==> config.mk <==
export PLATFORM = sky130hd
export DESIGN_NAME = uart_tx_cfg
export DESIGN_NICKNAME = d
export VERILOG_FILES = /design/src/rtl/uart_pkg.sv /design/src/rtl/uart_parity_gen.sv /design/src/rtl/uart_tx_cfg.sv
export SDC_FILE = /design/constraint.sdc
export NUM_CORES = 1
export LEC_CHECK = 0
export ABC_CLOCK_PERIOD_IN_PS = 2400
export CAP_MARGIN = 20
export CORE_ASPECT_RATIO = 0.5
export CORE_UTILIZATION = 55
export DETAILED_ROUTE_END_ITERATION = 7
export PLACE_DENSITY = 0.89
export SLEW_MARGIN = 20
export SYNTH_ARGS = -nofsm -noshare
export SYNTH_HDL_FRONTEND = slang
export SYNTH_SLANG_ARGS = --single-unit
==> constraint.sdc <==
create_clock -name clk -period 2.4 [get_ports clk]
set_clock_uncertainty 0.05 [all_clocks]
set_input_delay 0.48 -clock clk [delete_from_list [all_inputs] [get_ports clk]]
set_output_delay 0.48 -clock clk [all_outputs]
set_load 0.005 [all_outputs]
==> src/rtl/uart_pkg.sv <==
// Shared encodings and helpers for the configurable UART transmitter
// and its receive-side companion.
package uart_pkg;

  // Parity modes as presented on cfg_parity
  typedef enum logic [2:0] {
    PAR_NONE  = 3'd0,
    PAR_ODD   = 3'd1,
    PAR_EVEN  = 3'd2,
    PAR_MARK  = 3'd3,
    PAR_SPACE = 3'd4
  } par_mode_t;

  // Stop-bit lengths as presented on cfg_stop
  typedef enum logic [1:0] {
    STOP_1   = 2'd0,
    STOP_1P5 = 2'd1,
    STOP_2   = 2'd2
  } stop_mode_t;

  // One-hot transmitter states
  typedef enum logic [4:0] {
    ST_IDLE   = 5'b00001,
    ST_START  = 5'b00010,
    ST_DATA   = 5'b00100,
    ST_PARITY = 5'b01000,
    ST_STOP   = 5'b10000
  } tx_state_t;

  // Length of the stop period in oversampling ticks
  function automatic int stop_ticks(input stop_mode_t mode, input int os);
    case (mode)
      STOP_1:   return os;
      STOP_1P5: return (os * 3) / 2;
      default:  return 2 * os;
    endcase
  endfunction

endpackage

==> src/rtl/uart_parity_gen.sv <==
// Combinational parity bit generator; expects data already masked to the
// active frame length so unused upper bits contribute nothing.
module uart_parity_gen
  import uart_pkg::*;
#(
  parameter int WIDTH = 9
) (
  input  logic [WIDTH-1:0] data,
  input  par_mode_t        mode,
  output logic             parity
);

  // Select the parity value for the requested mode
  always_comb begin
    parity = 1'b0;
    case (mode)
      PAR_ODD:  parity = ~^data;
      PAR_EVEN: parity = ^data;
      PAR_MARK: parity = 1'b1;
      default:  parity = 1'b0;
    endcase
  end

endmodule

==> src/rtl/uart_tx_cfg.sv <==
// Runtime-configurable UART transmitter. A word and its frame format are
// snapshotted at accept; the frame is then paced by the external
// oversampling tick.
module uart_tx_cfg
  import uart_pkg::*;
#(
  parameter int OVERSAMPLING = 16,
  parameter int DATA_WD_MAX  = 9
) (
  input  logic                   clk,
  input  logic                   rst_n,
  input  logic                   tick,
  input  logic                   tx_valid,
  input  logic [DATA_WD_MAX-1:0] tx_data,
  output logic                   tx_ready,
  input  logic [3:0]             cfg_data_len,
  input  logic [2:0]             cfg_parity,
  input  logic [1:0]             cfg_stop,
  output logic                   tx,
  output logic                   tx_busy,
  output logic                   tx_done
);

  localparam int CW = $clog2(2 * OVERSAMPLING);
  localparam int BW = $clog2(DATA_WD_MAX + 1);
  localparam logic [CW-1:0] BIT_LAST = CW'(OVERSAMPLING - 1);

  tx_state_t              state;
  logic [CW-1:0]          tick_cnt;
  logic [BW-1:0]          bit_idx;
  logic [DATA_WD_MAX-1:0] shift_reg;
  logic [3:0]             len_reg;
  logic                   has_parity;
  logic                   parity_bit;
  stop_mode_t             stop_reg;

  logic [3:0]             len_sel;
  par_mode_t              par_sel;
  stop_mode_t             stop_sel;
  logic [DATA_WD_MAX-1:0] data_mask;
  logic [DATA_WD_MAX-1:0] data_sel;
  logic                   par_bit_sel;
  logic [CW-1:0]          stop_last;
  logic [BW-1:0]          bit_last;

  assign tx_ready  = (state == ST_IDLE);
  assign stop_last = CW'(stop_ticks(stop_reg, OVERSAMPLING) - 1);
  assign bit_last  = BW'(len_reg - 4'd1);

  // Clamp the incoming format to legal values and mask the word to its length
  always_comb begin
    len_sel = cfg_data_len;
    if (cfg_data_len < 4'd5)
      len_sel = 4'd5;
    else if (32'(cfg_data_len) > DATA_WD_MAX)
      len_sel = 4'(DATA_WD_MAX);

    par_sel  = (cfg_parity > 3'd4) ? PAR_NONE : par_mode_t'(cfg_parity);
    stop_sel = (cfg_stop == 2'd3) ? STOP_2 : stop_mode_t'(cfg_stop);

    data_mask = '0;
    for (int i = 0; i < DATA_WD_MAX; i++)
      data_mask[i] = (i < 32'(len_sel));
    data_sel = tx_data & data_mask;
  end

  // Parity is computed from the word being accepted and stored with it
  uart_parity_gen #(
    .WIDTH (DATA_WD_MAX)
  ) u_parity (
    .data   (data_sel),
    .mode   (par_sel),
    .parity (par_bit_sel)
  );

  // Frame sequencer: all bit timing advances only on tick pulses
  always_ff @(posedge clk or negedge rst_n) begin
    if (!rst_n) begin
      state      <= ST_IDLE;
      tick_cnt   <= '0;
      bit_idx    <= '0;
      shift_reg  <= '0;
      len_reg    <= 4'd5;
      has_parity <= 1'b0;
      parity_bit <= 1'b0;
      stop_reg   <= STOP_1;
      tx         <= 1'b1;
      tx_busy    <= 1'b0;
      tx_done    <= 1'b0;
    end else begin
      tx_done <= 1'b0;
      case (state)
        ST_IDLE: begin
          tick_cnt <= '0;
          bit_idx  <= '0;
          tx       <= 1'b1;
          if (tx_valid) begin
            shift_reg  <= data_sel;
            len_reg    <= len_sel;
            has_parity <= (par_sel != PAR_NONE);
            parity_bit <= par_bit_sel;
            stop_reg   <= stop_sel;
            state      <= ST_START;
            tx         <= 1'b0;
            tx_busy    <= 1'b1;
          end
        end

        ST_START: begin
          if (tick) begin
            if (tick_cnt == BIT_LAST) begin
              tick_cnt <= '0;
              state    <= ST_DATA;
              tx       <= shift_reg[0];
            end else begin
              tick_cnt <= tick_cnt + CW'(1);
            end
          end
        end

        ST_DATA: begin
          if (tick) begin
            if (tick_cnt == BIT_LAST) begin
              tick_cnt <= '0;
              if (bit_idx == bit_last) begin
                bit_idx <= '0;
                if (has_parity) begin
                  state <= ST_PARITY;
                  tx    <= parity_bit;
                end else begin
                  state <= ST_STOP;
                  tx    <= 1'b1;
                end
              end else begin
                bit_idx   <= bit_idx + BW'(1);
                shift_reg <= shift_reg >> 1;
                tx        <= shift_reg[1];
              end
            end else begin
              tick_cnt <= tick_cnt + CW'(1);
            end
          end
        end

        ST_PARITY: begin
          if (tick) begin
            if (tick_cnt == BIT_LAST) begin
              tick_cnt <= '0;
              state    <= ST_STOP;
              tx       <= 1'b1;
            end else begin
              tick_cnt <= tick_cnt + CW'(1);
            end
          end
        end

        ST_STOP: begin
          if (tick) begin
            if (tick_cnt == stop_last) begin
              tick_cnt <= '0;
              state    <= ST_IDLE;
              tx       <= 1'b1;
              tx_busy  <= 1'b0;
              tx_done  <= 1'b1;
            end else begin
              tick_cnt <= tick_cnt + CW'(1);
            end
          end
        end

        default: begin
          state    <= ST_IDLE;
          tick_cnt <= '0;
          bit_idx  <= '0;
          tx       <= 1'b1;
          tx_busy  <= 1'b0;
        end
      endcase
    end
  end

endmodule

==> results of run 1 <==
[cell families after synthesis]
| family | count (synthesis) | synth area share |
|---|---|---|
| AO/OA/AOI/OAI | 69 | 0.242 |
| XOR/XNOR | 14 | 0.0641 |
| multiplexers | 4 | 0.0206 |
| flip-flops | 34 | 0.402 |
| adder cells (fa/ha/maj) | 5 | 0.0294 |
| buffers and inverters | 19 | 0.0500 |
| AND/OR/NAND/NOR | 80 | 0.192 |
[cells in the final DEF, fill, tap and decap left out, types with 7 or more instances in the layout]
| master | netlist | final |
|---|---|---|
| o21ai_0 | 21 | 21 |
| clkdlybuf4s50_1 | 0 | 25 |
| buf_4 | 0 | 14 |
| xnor2_1 | 9 | 9 |
| nor2_1 | 17 | 17 |
| a22o_1 | 7 | 7 |
| dfrtp_1 | 30 | 30 |
| nand2_1 | 30 | 30 |
| inv_1 | 12 | 12 |
[worst reg2reg max path, delay by kind of cell (launching register included)]
kind / cells / cell delay, ns
simple gates: 3 / 0.99
flops: 1 / 0.49
compound gates: 3 / 0.62
[synthesized netlist by cell type, drive strengths merged (5+ instances only)]
| library cell | instances |
|---|---|
| clkbuf | 5 |
| a21o | 6 |
| a22o | 7 |
| a31oi | 5 |
| a21oi | 5 |
| inv | 12 |
| nor2 | 17 |
| o21ai | 22 |
| nor2b | 6 |
| dfrtp | 30 |
| xnor2 | 9 |
| nand2 | 30 |
| ha | 5 |
| nand3 | 6 |
[final timing paths]
| kind | startpoint | endpoint | slack (ns) | cells past startpoint |
|---|---|---|---|---|
| hold / removal | shift_reg[0] | shift_reg[0] | 0.45 | 1 |
| max in group asynchronous | rst_n | tx | 1.40 | 2 |
| min in group asynchronous | rst_n | parity_bit | 0.55 | 2 |
| setup / recovery | state[1] | tx_ready | 0.13 | 4 |
| hold reg to reg | shift_reg[0] | shift_reg[0] | 0.45 | 1 |
| setup reg to reg | state[1] | state[2] | 0.14 | 6 |
[power breakdown]
part | total [uW] | switching [uW] | leakage [uW] | internal (uW)
registers | 967 | 183 | 0.000426 | 784
logic | 1130 | 579 | 0.000635 | 547
clock network | 409 | 203 | 0.0000395 | 206
[through the flow]
step           area [um^2]  setup slack, ns  hold WS [ns]   util  total power (uW)
6_report              2570            0.130         0.449  0.722              2500
5_1_grt               2570          0.00270         0.466  0.722              2680
4_1_cts               2560           0.0749         0.449  0.717              2470
3_5_place_dp          2470          -0.0729         0.434  0.693              2040
3_3_place_gp          2470          -0.0107         0.411  0.693              1970
2_1_floorplan         2130            0.273         0.134      -              1740
[timing repair]
item | 4_1_cts | 5_1_grt
pin swaps | 1 | 1
setup buffers | 1 | 1
resized for setup | 0 | 3
setup endpoints to repair | 1 | 14
[metal layers]
layer / global-route usage / vias up / part of all wire
met5: 0 / - / 0
met4: 0.0871 / 0 / 0.018
met3: 0.0883 / 10 / 0.060
met2: 0.451 / 59 / 0.48
met1: 0.315 / 893 / 0.44
li1: - / 887 / -
[area by class of cell]
| cell class | count | area (um^2) |
|---|---|---|
| inverters | 12 | 45.0 |
| well taps | 51 | 63.8 |
| repair buffers | 39 | 355 |
| fillers | 261 | 991 |
| multi-input cells | 172 | 1170 |
| flip-flops and latches | 34 | 856 |
| clock buffers | 8 | 80.1 |
==> impl_results.md, run 1 <==
- Max-slew headroom: 0.652
- Slowest cell on the critical path: clkdlybuf4s50_1
- Routability cong.: 0.870
- Row count: 15
- CTS Hold Buffers Added: 0
- Outcome: complete, no violations
- GRT Residual Overflow: 0
- Unrepaired setup endpoints after global routing: false
- Number of buffers created by CTS: 5
- Post-synth top area share: 0.353
- Max_cap viols: 0
- TritonCTS clock tree: built
- Top delay family on crit path: buffers and inverters
- Post-Synthesis Cells: 225
- Startpoint Class: flip-flop
- Synth unique cells: 56
- Critical path buffer and inverter count: 2
- Max FFs per register: 9
- Die Width: 89.9 um
- Asr flop ratio synth: 1.00
- Initial Util: 0.596
- Net Count, Synth: ~250
- Area of the die: 4140 um^2
- Max Fclk: 0.441 GHz
- Post-Layout Cell Count: 316
- Final-report setup violation count: 0
- Crit-path max FO: 9
- First-pass GRT wire length: ~8000 um
- Nets: 291
- Total clock sinks: 34
- Mapped Avg Cell Area: 9.45 um^2
- Tot GR Track Use: 0.259
- Pleak: between 0.001 and 0.0015 uW
- Tcrit/Tclk final: 0.946
- Setup CP Type: reg -> out
- P per Cell Area: 972 nW/um^2
- Core region area: between 3000 and 4000 um^2
- Detailed-route DRC error count: 0
- TNS Setup: 0 ns
- Routed WL per cell: ~15 um
- Diode count: 0
- Critical Path RT: 1.87 ns
- Vias per inst: 5.85
- Iteration-0 DRC Markers: 183
- Routed WL: approximately 4800 um
- Crit path time final: 2.27 ns
- I/O pins: 26
- Max VDD drop: 0.402 mV
- Slowest stage delay, CP: 0.51 ns
- Flops & latches, synth: 34
- Clk buf depth: 2
- CTS clk-pin slew, worst paths: roughly 0.070 ns
- Seq/Total Area, Yosys: 0.402
- Dpl cells: 306
- Worst-Margin Slew: ~0.52 ns
- Worst-path cell chain: nor3_2 > nand3_1 > inv_1 > clkdlybuf4s50_1
- Crit path DAT: ~1.7 ns
- Clock root cell: clkbuf_8
- Worst-skew pair later-pin latency: between 0.2 and 0.3 ns
- Post-synth EDFFs: 0
- Synth Cell Area: 2130 um^2
- DRT Pass-1 Iters: 4
- Synth area leader: dfrtp_1
- Synth warn: 0
- Via count: about 1800
- Worst Setup End Kind: output pin
- Final hold vios: 0
- Syn-to-layout area delta: 21.1%
- IO buf count: 25
- Post-route ant nets: 0
- Synth top area cells: dfrtp_1 (35%), nand2_1 (5.3%), dfstp_2 (4.9%)
- Top FF cell, synth: dfrtp_1
- Initial antenna violation count: 0
- Final Slew Violations: 0
- Die H: 46.0 um
- CTS HTree Levels: 2
- Vias in the first global route: between 1500 and 2000
- Dpl hpwl: 3460 um
- Largest net degree at the start of global routing: 35
- Hold crit path type: reg -> reg
- Share of cells above drive strength 1: 0.162
No activity file was read; power rests on OpenSTA's default activity.
==> inputs of run 2 (changes only) <==
--- a/config.mk
+++ b/config.mk
@@ -11,6 +11,7 @@
 export CORE_UTILIZATION = 55
 export DETAILED_ROUTE_END_ITERATION = 7
 export PLACE_DENSITY = 0.89
+export SKIP_CTS_REPAIR_TIMING = 1
 export SLEW_MARGIN = 20
 export SYNTH_ARGS = -nofsm -noshare
 export SYNTH_HDL_FRONTEND = slang
==> impl_results.md, run 2 (synthesis gave the netlist of run 1 again) <==
- P per Cell Area: 971 nW/um^2
- Nets: 289
- Most frequent cells in the layout: nand2_1 (30), dfrtp_1 (29), clkdlybuf4s50_1 (25), o21ai_0 (21), nor2_1 (17)
- Via count: 1865
- Vias per inst: about 5.9
- Routed WL per cell: 15.4 um
- Dpl cells: 306
- IO buf count: 25
- Largest net degree at the start of global routing: 35
- Register Area: 857 um^2
- DRT Pass-1 Iters: 4
- Final-report setup violation count: 0
- Post-Layout Cell Count: 314
- Final setup margin: 0.118 ns
- Row count: 15
- Critical Path RT: 1.87 ns
- First-pass GRT wire length: 8050 um
- Max Fclk: between 0.4 and 0.5 GHz
- Finished Cell Area: 2580 um^2
- Area of the die: 4140 um^2
- Clk buf depth: 2
- Diode count: 0
- Worst-skew pair later-pin latency: 0.29 ns
- Post-route ant nets: 0
- Setup CP Type: reg -> out
- Pleak: 0.00110 uW
- Crit path DAT: 1.75 ns
- Max FFs per register: 9
- GRT Residual Overflow: 0
- Initial antenna violation count: 0
- I/O pins: 26
- Crit-path max FO: 9
- Total clock sinks: 34
- Pre-CTS setup slack: -0.0729 ns
- Routability cong.: between 0.8 and 0.9
- Tcrit/Tclk final: 0.951
- Dpl hpwl: between 3000 and 4000 um
- Crit path time final: approximately 2.3 ns
- Tot GR Track Use: 0.260
- Syn-to-layout area delta: 21.3%
- Worst-Margin Slew: 0.576 ns
- Final Slew Violations: 0
- Number of buffers created by CTS: 5
- Routed WL: 4830 um
- Max-slew headroom: 0.614
- CTS clk-pin slew, worst paths: 0.07 ns
- Initial Util: 0.596
- Detailed-route DRC error count: 0
- Placed inst area: 2470 um^2
- Die H: 46.0 um
- Most common cell after layout, fill and taps aside: nand2_1
- TritonCTS clock tree: built
- Vias in the first global route: approximately 1800
- Die Width: 89.9 um
- Outcome: complete, no violations
- CTS HTree Levels: 2
- Clock root cell: clkbuf_8
- Startpoint Class: flip-flop
- Hold crit path type: reg -> reg
- Worst Setup End Kind: output pin
- Final hold vios: 0
- Area of the multi-input gates: roughly 1200 um^2
- Unrepaired setup endpoints after global routing: false
- Final core utilization: 0.724
- Iteration-0 DRC Markers: 162
- Max VDD drop: 0.402 mV
- Share of cells above drive strength 1: 0.163
- Core region area: approximately 3600 um^2
- Fillers: 257
- Max_cap viols: 0
- R2R setup slack: 0.14 ns
## run 2: cell types whose count changed in the layout (fill, tap and decap cells not counted), sizes merged
cell  change
buf       -2
## run 2: where the power goes
group | leakage [uW] | switching, uW | total [uW] | internal, uW
registers | 0.000424 | 192 | 978 | 786
logic | 0.000632 | 579 | 1120 | 540
clock network | 0.0000395 | 201 | 407 | 206
## run 2: path summary, 6_finish.rpt
kind | start | depth (start not counted) | to
setup / recovery | state[1] | 4 | tx_ready
hold / removal | stop_reg[0] | 2 | stop_reg[0]
setup reg to reg | state[1] | 6 | state[2]
hold reg to reg | stop_reg[0] | 2 | stop_reg[0]
max in group asynchronous | rst_n | 2 | tx
min in group asynchronous | rst_n | 2 | parity_bit
## run 2: per-stage QoR
stage / total power, uW / setup TNS (ns) / hold WS (ns)
2_1_floorplan: 1740 / 0 / 0.134
3_3_place_gp: 1970 / -0.0107 / 0.411
3_5_place_dp: 2040 / -0.0729 / 0.434
4_1_cts: 2460 / -0.0393 / 0.449
5_1_grt: 2680 / 0 / 0.466
6_report: 2500 / 0 / 0.449
## run 2: cell type report
type                    instances  share of cell area
repair buffers                 37               0.132
well taps                      51              0.0247
flip-flops and latches         34               0.332
inverters                      12              0.0175
multi-input cells             172               0.463
clock buffers                   8              0.0310
## run 2: layer usage
metal	track usage	up-vias	wire, um
met3	0.0883	17	323
met5	0	-	0
met1	0.316	894	2110
li1	-	879	-
met4	0.0871	0	119
met2	0.452	75	2270
## run 2: critical path, cell delays in order (launching register included)
cell and delay, ns:
dfrtp_2 0.48, nor3_4 0.26, nand3_4 0.12, inv_1 0.11
clkdlybuf4s50_1 0.50
